### src/rtl/wd_pkg.sv
// Shared definitions for the watchdog fault logger: entry layout and widths.
// A logged entry is {FLSTAT, timestamp} with the status code in the MSBs.
package wd_pkg;

  localparam int FLSTAT_W = 3;
  localparam int TS_LSB   = 0;

  function automatic int entry_w(input int ts_w);
    return FLSTAT_W + ts_w;
  endfunction

  function automatic int flstat_lsb(input int ts_w);
    return ts_w;
  endfunction

endpackage

### src/rtl/wd_fault_logger_if.sv
// Supervisor-facing bundle of the fault logger: watchdog inputs, read strobe, status.
// master drives WDFAIL/FLSTAT/RD_EN/CLR; slave (the logger) drives the rest.
interface wd_fault_logger_if #(
  parameter int DEPTH = 8,
  parameter int TS_W  = 16,
  parameter int CNT_W = 8
);
  import wd_pkg::*;

  // Handshake: RD_EN is a one-cycle pop request honoured only while EMPTY=0;
  // the popped entry appears on RD_DATA with a one-cycle RD_VALID pulse one
  // cycle later, and RD_DATA holds that value until the next pop.
  logic                        WDFAIL;
  logic [FLSTAT_W-1:0]         FLSTAT;
  logic                        RD_EN;
  logic                        CLR;
  logic [entry_w(TS_W)-1:0]    RD_DATA;
  logic                        RD_VALID;
  logic                        EMPTY;
  logic                        FULL;
  logic [$clog2(DEPTH):0]      LEVEL;
  logic [CNT_W-1:0]            FAILCNT;
  logic [CNT_W-1:0]            OVFCNT;
  logic                        OVF_STICKY;

  modport master (
    output WDFAIL, FLSTAT, RD_EN, CLR,
    input  RD_DATA, RD_VALID, EMPTY, FULL, LEVEL, FAILCNT, OVFCNT, OVF_STICKY
  );

  modport slave (
    input  WDFAIL, FLSTAT, RD_EN, CLR,
    output RD_DATA, RD_VALID, EMPTY, FULL, LEVEL, FAILCNT, OVFCNT, OVF_STICKY
  );

endinterface

### src/rtl/wd_log_fifo.sv
// Single-clock synchronous FIFO with registered read data.
// A push while full is accepted only when a pop frees the slot in the same cycle.
module wd_log_fifo #(
  parameter int DEPTH = 8,
  parameter int W     = 19
) (
  input  logic                   i_clk,
  input  logic                   i_rst,
  input  logic                   i_push,
  input  logic                   i_pop,
  input  logic [W-1:0]           i_din,
  output logic [W-1:0]           o_dout,
  output logic                   o_full,
  output logic                   o_empty,
  output logic [$clog2(DEPTH):0] o_level
);

  localparam int AW = $clog2(DEPTH);
  localparam logic [AW:0] FULL_LVL = (AW+1)'(DEPTH);

  logic [W-1:0]  r_mem [DEPTH];
  logic [AW-1:0] r_wr_ptr;
  logic [AW-1:0] r_rd_ptr;
  logic [AW:0]   r_level;
  logic [W-1:0]  r_dout;
  logic          w_do_push;
  logic          w_do_pop;

  assign o_full    = (r_level == FULL_LVL);
  assign o_empty   = (r_level == '0);
  assign o_level   = r_level;
  assign o_dout    = r_dout;
  assign w_do_pop  = i_pop & ~o_empty;
  assign w_do_push = i_push & (~o_full | w_do_pop);

  // Storage carries no reset; the pointers alone define which slots are live.
  always_ff @(posedge i_clk) begin
    if (w_do_push) begin
      r_mem[r_wr_ptr] <= i_din;
    end
  end

  always_ff @(posedge i_clk) begin
    if (i_rst) begin
      r_wr_ptr <= '0;
      r_rd_ptr <= '0;
      r_level  <= '0;
      r_dout   <= '0;
    end else begin
      if (w_do_push) begin
        r_wr_ptr <= r_wr_ptr + AW'(1);
      end
      if (w_do_pop) begin
        r_dout   <= r_mem[r_rd_ptr];
        r_rd_ptr <= r_rd_ptr + AW'(1);
      end
      case ({w_do_push, w_do_pop})
        2'b10:   r_level <= r_level + (AW+1)'(1);
        2'b01:   r_level <= r_level - (AW+1)'(1);
        default: r_level <= r_level;
      endcase
    end
  end

endmodule

### src/rtl/wd_fault_logger.sv
// Timestamps rising edges of the watchdog fail flag into a small FIFO and keeps
// saturating counts of all failures and of entries dropped on overflow.
module wd_fault_logger
  import wd_pkg::*;
#(
  parameter int DEPTH = 8,
  parameter int TS_W  = 16,
  parameter int CNT_W = 8
) (
  input  logic              CLK,
  input  logic              RST,
  wd_fault_logger_if.slave  bus
);

  localparam int ENTRY_W = entry_w(TS_W);
  localparam int LVL_W   = $clog2(DEPTH) + 1;
  localparam logic [CNT_W-1:0] CNT_MAX = '1;

  logic [TS_W-1:0]    r_ts;
  logic               r_wdfail_q;
  logic               r_rd_valid;
  logic [CNT_W-1:0]   r_failcnt;
  logic [CNT_W-1:0]   r_ovfcnt;
  logic               r_ovf_sticky;

  logic               w_event;
  logic               w_pop;
  logic               w_push;
  logic               w_drop;
  logic               w_full;
  logic               w_empty;
  logic [LVL_W-1:0]   w_level;
  logic [ENTRY_W-1:0] w_din;
  logic [ENTRY_W-1:0] w_dout;

  assign w_event = bus.WDFAIL & ~r_wdfail_q;
  assign w_pop   = bus.RD_EN & ~w_empty;
  // A pop in the same cycle makes room, so a full FIFO only drops without one.
  assign w_push  = w_event & (~w_full | w_pop);
  assign w_drop  = w_event & w_full & ~w_pop;
  assign w_din   = {bus.FLSTAT, r_ts};

  wd_log_fifo #(
    .DEPTH (DEPTH),
    .W     (ENTRY_W)
  ) u_fifo (
    .i_clk   (CLK),
    .i_rst   (RST),
    .i_push  (w_push),
    .i_pop   (w_pop),
    .i_din   (w_din),
    .o_dout  (w_dout),
    .o_full  (w_full),
    .o_empty (w_empty),
    .o_level (w_level)
  );

  always_ff @(posedge CLK) begin
    if (RST) begin
      r_ts         <= '0;
      r_wdfail_q   <= 1'b0;
      r_rd_valid   <= 1'b0;
      r_failcnt    <= '0;
      r_ovfcnt     <= '0;
      r_ovf_sticky <= 1'b0;
    end else begin
      r_ts       <= r_ts + TS_W'(1);
      r_wdfail_q <= bus.WDFAIL;
      r_rd_valid <= w_pop;
      // A clear coinciding with an event lands on the post-clear count.
      if (bus.CLR) begin
        r_failcnt    <= CNT_W'(w_event);
        r_ovfcnt     <= CNT_W'(w_drop);
        r_ovf_sticky <= w_drop;
      end else begin
        if (w_event && (r_failcnt != CNT_MAX)) begin
          r_failcnt <= r_failcnt + CNT_W'(1);
        end
        if (w_drop && (r_ovfcnt != CNT_MAX)) begin
          r_ovfcnt <= r_ovfcnt + CNT_W'(1);
        end
        r_ovf_sticky <= r_ovf_sticky | w_drop;
      end
    end
  end

  assign bus.RD_DATA    = w_dout;
  assign bus.RD_VALID   = r_rd_valid;
  assign bus.EMPTY      = w_empty;
  assign bus.FULL       = w_full;
  assign bus.LEVEL      = w_level;
  assign bus.FAILCNT    = r_failcnt;
  assign bus.OVFCNT     = r_ovfcnt;
  assign bus.OVF_STICKY = r_ovf_sticky;

endmodule

### src/flat_wrapper.sv
// flat-port wrapper written by rule: the top's interface ports become plain ports
module wd_fault_logger_flat import wd_pkg::*;
#(
  parameter int DEPTH = 8,
  parameter int TS_W  = 16,
  parameter int CNT_W = 8
)
  (CLK, RST, bus_WDFAIL, bus_FLSTAT, bus_RD_EN, bus_CLR, bus_RD_DATA, bus_RD_VALID, bus_EMPTY, bus_FULL, bus_LEVEL, bus_FAILCNT, bus_OVFCNT, bus_OVF_STICKY);
  wd_fault_logger_if #(.DEPTH(DEPTH), .TS_W(TS_W), .CNT_W(CNT_W)) bus_i ();
  input  logic CLK;
  input  logic RST;
  input wire logic [$bits(bus_i.WDFAIL)-1:0] bus_WDFAIL;
  input wire logic [$bits(bus_i.FLSTAT)-1:0] bus_FLSTAT;
  input wire logic [$bits(bus_i.RD_EN)-1:0] bus_RD_EN;
  input wire logic [$bits(bus_i.CLR)-1:0] bus_CLR;
  output wire logic [$bits(bus_i.RD_DATA)-1:0] bus_RD_DATA;
  output wire logic [$bits(bus_i.RD_VALID)-1:0] bus_RD_VALID;
  output wire logic [$bits(bus_i.EMPTY)-1:0] bus_EMPTY;
  output wire logic [$bits(bus_i.FULL)-1:0] bus_FULL;
  output wire logic [$bits(bus_i.LEVEL)-1:0] bus_LEVEL;
  output wire logic [$bits(bus_i.FAILCNT)-1:0] bus_FAILCNT;
  output wire logic [$bits(bus_i.OVFCNT)-1:0] bus_OVFCNT;
  output wire logic [$bits(bus_i.OVF_STICKY)-1:0] bus_OVF_STICKY;
  assign bus_i.WDFAIL = bus_WDFAIL;
  assign bus_i.FLSTAT = bus_FLSTAT;
  assign bus_i.RD_EN = bus_RD_EN;
  assign bus_i.CLR = bus_CLR;
  assign bus_RD_DATA = bus_i.RD_DATA;
  assign bus_RD_VALID = bus_i.RD_VALID;
  assign bus_EMPTY = bus_i.EMPTY;
  assign bus_FULL = bus_i.FULL;
  assign bus_LEVEL = bus_i.LEVEL;
  assign bus_FAILCNT = bus_i.FAILCNT;
  assign bus_OVFCNT = bus_i.OVFCNT;
  assign bus_OVF_STICKY = bus_i.OVF_STICKY;
  wd_fault_logger #(.DEPTH(DEPTH), .TS_W(TS_W), .CNT_W(CNT_W)) u_core (.CLK(CLK), .RST(RST), .bus(bus_i));
endmodule
### config.mk
export PLATFORM = sky130hd
export DESIGN_NAME = wd_fault_logger_flat
export DESIGN_NICKNAME = d
export VERILOG_FILES = /design/src/rtl/wd_pkg.sv /design/src/rtl/wd_fault_logger_if.sv /design/src/rtl/wd_log_fifo.sv /design/src/rtl/wd_fault_logger.sv /design/src/flat_wrapper.sv
export SDC_FILE = /design/constraint.sdc
export NUM_CORES = 1
export LEC_CHECK = 0
export CAP_MARGIN = 10
export CORE_MARGIN = 2
export CORE_UTILIZATION = 30
export DETAILED_ROUTE_END_ITERATION = 10
export GPL_ROUTABILITY_DRIVEN = 0
export PLACE_DENSITY_LB_ADDON = 0.05
export SETUP_SLACK_MARGIN = 0.1
export SKIP_LAST_GASP = 1
export SYNTH_ARGS = -nofsm -noshare
export SYNTH_HDL_FRONTEND = slang
export SYNTH_SLANG_ARGS = --single-unit
### constraint.sdc
create_clock -name CLK -period 9.29 [get_ports CLK]
set_clock_uncertainty 0.2 [all_clocks]
set_input_delay 1.3935 -clock CLK [delete_from_list [all_inputs] [get_ports CLK]]
set_output_delay 1.3935 -clock CLK [all_outputs]
set_load 0.005 [all_outputs]
# Yosys cells after proc, flatten, opt, wreduce, memory -nomap -nowiden
# Memories as Yosys holds them, arrays and structs flattened. A register that Yosys moved wholly into a read port is not among the register bits.
# Index checks and enable logic that the tools add are counted.
# W data, S select, Z words.
dict set report classes {
  add_sub_neg 7
  n_mux 8
  eq_ne 5
  n_bitwise 14
  n_reduce_logical 7
}
# op count
set ops {}
lappend ops {{$add A16 B1 Y16 const B} 1}
lappend ops {{$add A8 B1 Y8 const B} 2}
lappend ops {{$ne A8 B8 Y1 const B} 2}
lappend ops {{$pmux W4 S2} 1}
lappend ops {{$and A1 B1 Y1} 7}
lappend ops {{$mux W1} 7}
lappend ops {{$add A3 B1 Y3 const B} 2}
lappend ops {{$reduce_bool A2 Y1} 3}
lappend ops {{$add A4 B1 Y4 const B} 1}
lappend ops {{$eq A4 B4 Y1 const B} 1}
lappend ops {{$logic_not A4 Y1} 1}
lappend ops {{$not A1 Y1} 4}
lappend ops {{$sub A4 B1 Y4 const B} 1}
lappend ops {{$or A1 B1 Y1} 3}
lappend ops {{$eq A2 B1 Y1 const B} 1}
lappend ops {{$eq A2 B2 Y1 const B} 1}
lappend ops {{$logic_and A1 B1 Y1} 2}
lappend ops {{$reduce_or A2 Y1} 1}
dict set report totals {
  ramBits 152
  in_bits 8
  memories 1
  output_inout_bits 43
  reg_bits 45
}
# name words word_bits read_ports rd_ports_with_merged_regs write_ports line_no
set memory_table {}
lappend memory_table {u_core.u_fifo.r_mem 8 19 1 1 1 wd_log_fifo.sv:21} ;# logic [W-1:0] r_mem [DEPTH];

# Longest topological paths before layout
dict set report depth {
  ltp_word 8
  ltp_mapped 11
  mapped_depth_nobuf 9
}

# Modules after synthesis
# From an unflattened synthesis, not the netlist that was laid out.
dict set report hier_totals {
  hier_cells 540
  area_unflattened_um2 8496.9
}
# mod cells_each n_inst area_per_inst_um2
set modules_own_cells {}
lappend modules_own_cells {wd_log_fifo 366 1 6927.9}
lappend modules_own_cells {wd_fault_logger 174 1 1569.0}

# Worst setup path before layout
# No wires, ideal clock.
dict set report synth_path {
  path_kind {input-to-reg}
  start {in bus_WDFAIL}
  end {mem u_core.u_fifo.r_mem[0][0] (enable)}
  t_required_ns 8.671
  path_stages 4
  slack_ns 5.040
  t_arrival_ns 3.631
  cell_sequence {nor2b_1 > o21ai_0 > or2_2 > nor3_1}
}
dict set report synth_via {
  elab_chain_cells 5
}
# item line_no
set synth_lines {}
lappend synth_lines {{from (decl)} flat_wrapper.sv:12} ;# input wire logic [$bits(bus_i.WDFAIL)-1:0] bus_WDFAIL;
lappend synth_lines {{$and A1 B1 Y1} wd_fault_logger.sv:36} ;# assign w_event = bus.WDFAIL & ~r_wdfail_q;
lappend synth_lines {{$and A1 B1 Y1} wd_fault_logger.sv:39} ;# assign w_push = w_event & (~w_full | w_pop);
lappend synth_lines {{$and A1 B1 Y1} wd_log_fifo.sv:34} ;# assign w_do_push = i_push & (~o_full | w_do_pop);
lappend synth_lines {{$mux W1} wd_log_fifo.sv:38} ;# if (w_do_push) begin
lappend synth_lines {{$mux W1 (not written as such)} wd_log_fifo.sv:39} ;# r_mem[r_wr_ptr] <= i_din;
lappend synth_lines {{to (decl)} wd_log_fifo.sv:21}
# Every way passes these cells.

# Final worst setup path
dict set report layout_path {
  start {in bus_RD_EN}
  end {reg u_core.u_fifo.r_level[2] (netlist: u_core.u_fifo.o_level[2])}
}
dict set report layout_via {
  elab_chain_cells 6
  word_cells_on_any_way 10
}
# item line_no
set layout_lines {}
lappend layout_lines {{from (decl)} flat_wrapper.sv:14} ;# input wire logic [$bits(bus_i.RD_EN)-1:0] bus_RD_EN;
lappend layout_lines {{$and A1 B1 Y1 *} wd_fault_logger.sv:37} ;# assign w_pop = bus.RD_EN & ~w_empty;
lappend layout_lines {{$or A1 B1 Y1 or $and A1 B1 Y1 (tied branches)} {wd_fault_logger.sv:39, wd_log_fifo.sv:33}}
lappend layout_lines {{$and A1 B1 Y1 or $or A1 B1 Y1 (tied branches)} {wd_fault_logger.sv:39, wd_log_fifo.sv:34}}
lappend layout_lines {{$and A1 B1 Y1} wd_log_fifo.sv:34}
lappend layout_lines {{$eq A2 B1 Y1 or $eq A2 B2 Y1 (tied branches)} wd_log_fifo.sv:57} ;# case ({w_do_push, w_do_pop})
lappend layout_lines {{$pmux W4 S2 or $reduce_bool A2 Y1 (tied branches)} --}
lappend layout_lines {{to (signal assigned)} wd_log_fifo.sv:58} ;# 2'b10: r_level <= r_level + (AW+1)'(1);
lappend layout_lines {{to (signal assigned)} wd_log_fifo.sv:59} ;# 2'b01: r_level <= r_level - (AW+1)'(1);
lappend layout_lines {{to (signal assigned)} wd_log_fifo.sv:60} ;# default: r_level <= r_level;
lappend layout_lines {{to (decl)} wd_log_fifo.sv:24} ;# logic [AW:0] r_level;
# Mark *: on every way between the ends. The rest lies on a longest branch, timed or not.
# A chain may end at the register's enable or synchronous reset.

==> out/qor.log <==
INFO  final_layout   register_area=5850µm²
INFO  sta            timing.fmax=240MHz
INFO  drt            initialDrtViolationCount=335
INFO  die            top_level_ports=51
INFO  sta            setup-tns-final=0ns
INFO  flow_run       maxCapViolCount=0
INFO  critical_path  arrival_time_at_the_worst_endpoint=4.40ns
INFO  sta            slew_worst_pin=1.16ns
INFO  sta            finalHoldWorstSlack=0.276ns
INFO  final_layout   n_antenna_cell=0
INFO  final_layout   drive_above_1_share=16.7%
INFO  logic_synthesis yosys.area.top_type=sky130_fd_sc_hd__edfxtp_1
INFO  drt            ant_nets=0
INFO  sta            drv_slew=0
INFO  die            rows=61
INFO  clocking       cts_tree=yes
INFO  power          combPwrFrac=20.0%
INFO  run_status     run_status=complete, no violations
INFO  power          peakVddDrop=0.115mV
INFO  drt            detailed_route_wire_length_per_cell=19.2µm
INFO  clocking       cts_resized=0
INFO  critical_path  reg2reg_slack=6.07ns
INFO  drt            routed-via-count=4800
INFO  logic_synthesis synthesis.area=8350µm²
INFO  grt            grt_max_degree=58
INFO  die            design.core.area=27600µm²
INFO  place          dp_hpwl=11.4mm
INFO  logic_synthesis synth_nets=562
INFO  power          share_clk_of_total_power=36.7%
INFO  grt            grt_first_pass_wirelength=29.5mm
INFO  final_layout   multi_input_area=2400µm²
INFO  power          power_frac_seq=43.2%
INFO  sta            timing.max_slew.rel_slack=22.5%
INFO  logic_synthesis synthDistinctLibCells=42
INFO  die            initial_core_util=30.2%
INFO  logic_synthesis asyncSetResetFlopFracSynth=0%
INFO  worst_hold_path hold_end=u_core.bus.OVF_STICKY
INFO  worst_hold_path hold_path.class=reg -> reg
INFO  grt            antenna_found_initial=0
INFO  clocking       hold_buffers=0
INFO  logic_synthesis postSynthRegisterBits=216
INFO  logic_synthesis synth_top_cells_by_count=sky130_fd_sc_hd__edfxtp_1 (152), sky130_fd_sc_hd__dfxtp_1 (64), sky130_fd_sc_hd__nor2_1 (55)
INFO  clocking       cts_buffer_count=24
INFO  sta            final_min_period_over_clock_period=44.9%
INFO  grt            global_route.overflow_total=0
INFO  logic_synthesis yosysSeqAreaShare=70.0%
INFO  worst_hold_path holdCritStartpoint=u_core.bus.OVF_STICKY
INFO  critical_path  critPathKind=in -> reg
INFO  critical_path  cp-start-kind=input pin
INFO  sta            finalSetupViolCount=0
INFO  grt            grt_pass1_vias=4817
INFO  drt            drc=0
INFO  sta            timing.final.hold_violations=0
INFO  critical_path  rr_endpoint=u_core.u_fifo.o_level[2]
INFO  critical_path  critical_path.max_fanout=15
INFO  die            design.die.area=29200µm²
INFO  critical_path  cp.required=9.52ns
INFO  place          pre_cts_ws=4.58ns
INFO  logic_synthesis syn-mean-instance-area=15.3µm²
INFO  logic_synthesis syn_inst=546
INFO  clocking       cts-root-buf=sky130_fd_sc_hd__clkbuf_16
INFO  final_layout   synthToLayoutAreaGrowth=21.7%
INFO  critical_path  setup.worst_path.end_class=register
INFO  logic_synthesis most_used_standard_cell_by_instance_count_after_synthesis=sky130_fd_sc_hd__edfxtp_1
INFO  logic_synthesis synth-warning-count=0
INFO  logic_synthesis yosys-top-cells-area=sky130_fd_sc_hd__edfxtp_1 (55%), sky130_fd_sc_hd__dfxtp_1 (15%), sky130_fd_sc_hd__mux4_2 (10%), sky130_fd_sc_hd__nor2_1 (2.5%), sky130_fd_sc_hd__nor3_1 (1.7%)
INFO  die            die_height=171µm
INFO  power          power_switching=0.000680W
INFO  power          power_report.internal_total=0.00197W
INFO  critical_path  reg2reg_from=u_core.u_fifo.o_level[1]
INFO  clocking       cts.reportedPaths.clkPinSlew=0.06ns
INFO  clocking       ctsLongestPathBuffers=3
INFO  grt            gr-usage-all-layers=13.5%
INFO  logic_synthesis synth-edff-count=152
INFO  power          p_leak=3.23nW
INFO  clocking       postCtsSetupRepairBufs=0
INFO  clocking       clock_sink_count=216
INFO  final_layout   postLayoutCoreUtil=36.8%
INFO  logic_synthesis synth.top_cell.area_share=54.6%
INFO  critical_path  reg2reg_depth=9
INFO  drt            detail_route.first_pass.iterations=4
INFO  sta            finalWorstPathRequiredPeriod=4.17ns
INFO  final_layout   n_fill_cell=2649
INFO  final_layout   nets=625
INFO  drt            finalWirelength=19.3mm
INFO  worst_hold_path worst_hold_path.num_cells=2
INFO  sta            fin_ws=5.12ns
INFO  clocking       clk_latency=0.51ns
INFO  logic_synthesis ys_dominant_reg_cell=sky130_fd_sc_hd__edfxtp_1
INFO  die            die_x=171µm
INFO  drt            routed_via_density=4.78
INFO  power          power.switching_fraction=25.7%
INFO  clocking       htree_num_levels=1
INFO  power          pd_cells=260nW/µm²
INFO  place          port-buffer-count=50
INFO  sta            rsz0062_at_grt=false
## sequential cells by signal, indices dropped and copies added, names as in the netlist
register / flops
u_core.u_fifo.o_dout: 19
u_core.bus.FAILCNT: 8
u_core.bus.OVF_STICKY: 1
u_core.bus.OVFCNT: 8
u_core.u_fifo.r_rd_ptr: 3
u_core.u_fifo.o_level: 4
u_core.u_fifo.r_wr_ptr: 3
u_core.r_wdfail_q: 1
u_core.bus.RD_VALID: 1
u_core.u_fifo.r_mem: 152
u_core.r_ts: 16
## how the worst max path moves through the flow
| stage | to | start | slack, ns | cells after the start |
|---|---|---|---|---|
| floorplan | u_core.u_fifo.r_mem[0][0] | bus_WDFAIL | 5.04 | 4 |
| global placement | u_core.u_fifo.r_mem[0][12] | bus_WDFAIL | 4.60 | 6 |
| detailed placement | u_core.u_fifo.r_mem[0][12] | bus_WDFAIL | 4.58 | 6 |
| CTS | u_core.u_fifo.r_mem[0][14] | bus_WDFAIL | 5.08 | 6 |
| global route | u_core.u_fifo.r_mem[0][7] | bus_WDFAIL | 4.89 | 6 |
| finish | u_core.u_fifo.o_level[2] | bus_RD_EN | 5.12 | 10 |
## kinds of logic (layout without fill, tap and decap cells)
| family | after synthesis | in the layout | share of synthesized area [%] |
|---|---|---|---|
| buf+inv | 32 | 113 | 1.60 |
| simple gates | 167 | 167 | 9.75 |
| flops | 216 | 216 | 70.0 |
| fa+ha+maj | 8 | 8 | 1.20 |
| mux | 46 | 46 | 11.2 |
| xor+xnor | 16 | 16 | 1.68 |
| compound gates | 61 | 61 | 4.55 |
## power by group through the flow
stage	Combinational (W)	Sequential, W	Clock [W]
2_1_floorplan	0.000344	0.00115	0
3_3_place_gp	0.000544	0.00117	0
3_5_place_dp	0.000545	0.00116	0
4_1_cts	0.000547	0.00115	0.00100
5_1_grt	0.000585	0.00115	0.00104
6_report	0.000530	0.00114	0.000972
## critical path: stages
cell and delay (ns):
sky130_fd_sc_hd__clkdlybuf4s50_1 0.59, sky130_fd_sc_hd__o41a_1 0.74, sky130_fd_sc_hd__buf_4 0.38, sky130_fd_sc_hd__ha_1 0.30
sky130_fd_sc_hd__xor2_1 0.17, sky130_fd_sc_hd__ha_1 0.16, sky130_fd_sc_hd__a21oi_1 0.04, sky130_fd_sc_hd__xor2_1 0.17
sky130_fd_sc_hd__or3_1 0.31, sky130_fd_sc_hd__a21oi_1 0.15
## layout by cell type, fill, tap and decap left out, drive strengths merged, types with 3 or more instances in the layout
cell type	netlist	routed
edfxtp	152	152
mux2i	5	5
or3	5	5
buf	10	13
clkinv	0	6
or2	5	5
o21ai	10	10
inv	7	7
nor4	9	9
nand2b	5	5
ha	8	8
nand4	6	6
a21oi	15	15
bufinv	0	3
nor2	55	55
xnor2	8	8
nand2	23	23
o22ai	20	20
dfxtp	64	64
nor3	29	29
mux4	38	38
o31ai	3	3
mux2	3	3
clkdlybuf4s50	0	49
clkbuf	15	33
xor2	8	8
nand3	13	13
or4	5	5
nor2b	8	8
## final cells by class
type | instances | area share (%)
flip-flops and latches | 216 | 57.5
multi-input cells | 298 | 23.6
well taps | 378 | 4.65
repair buffers | 62 | 5.91
clock inverters | 11 | 1.28
clock buffers | 33 | 6.75
inverters | 7 | 0.259
## stage by stage
step / total power [W] / instances / area (µm²)
after CTS: 0.00270 / 1003 / 10100
after detailed placement: 0.00171 / 959 / 9320
after global routing: 0.00278 / 1005 / 10200
final: 0.00265 / 1005 / 10200
after floorplan: 0.00149 / 546 / 8350
after global placement: 0.00171 / 959 / 9320
## per-layer routing
metal | GRT usage [%] | part of all wire [%] | up-vias
met5 | 0 | 0 | -
met4 | 3.91 | 2.1 | 0
met3 | 2.29 | 4.5 | 32
met2 | 21.9 | 46 | 99
met1 | 18.7 | 47 | 2429
li1 | - | - | 2240
(Power assumes the default switching activity.)
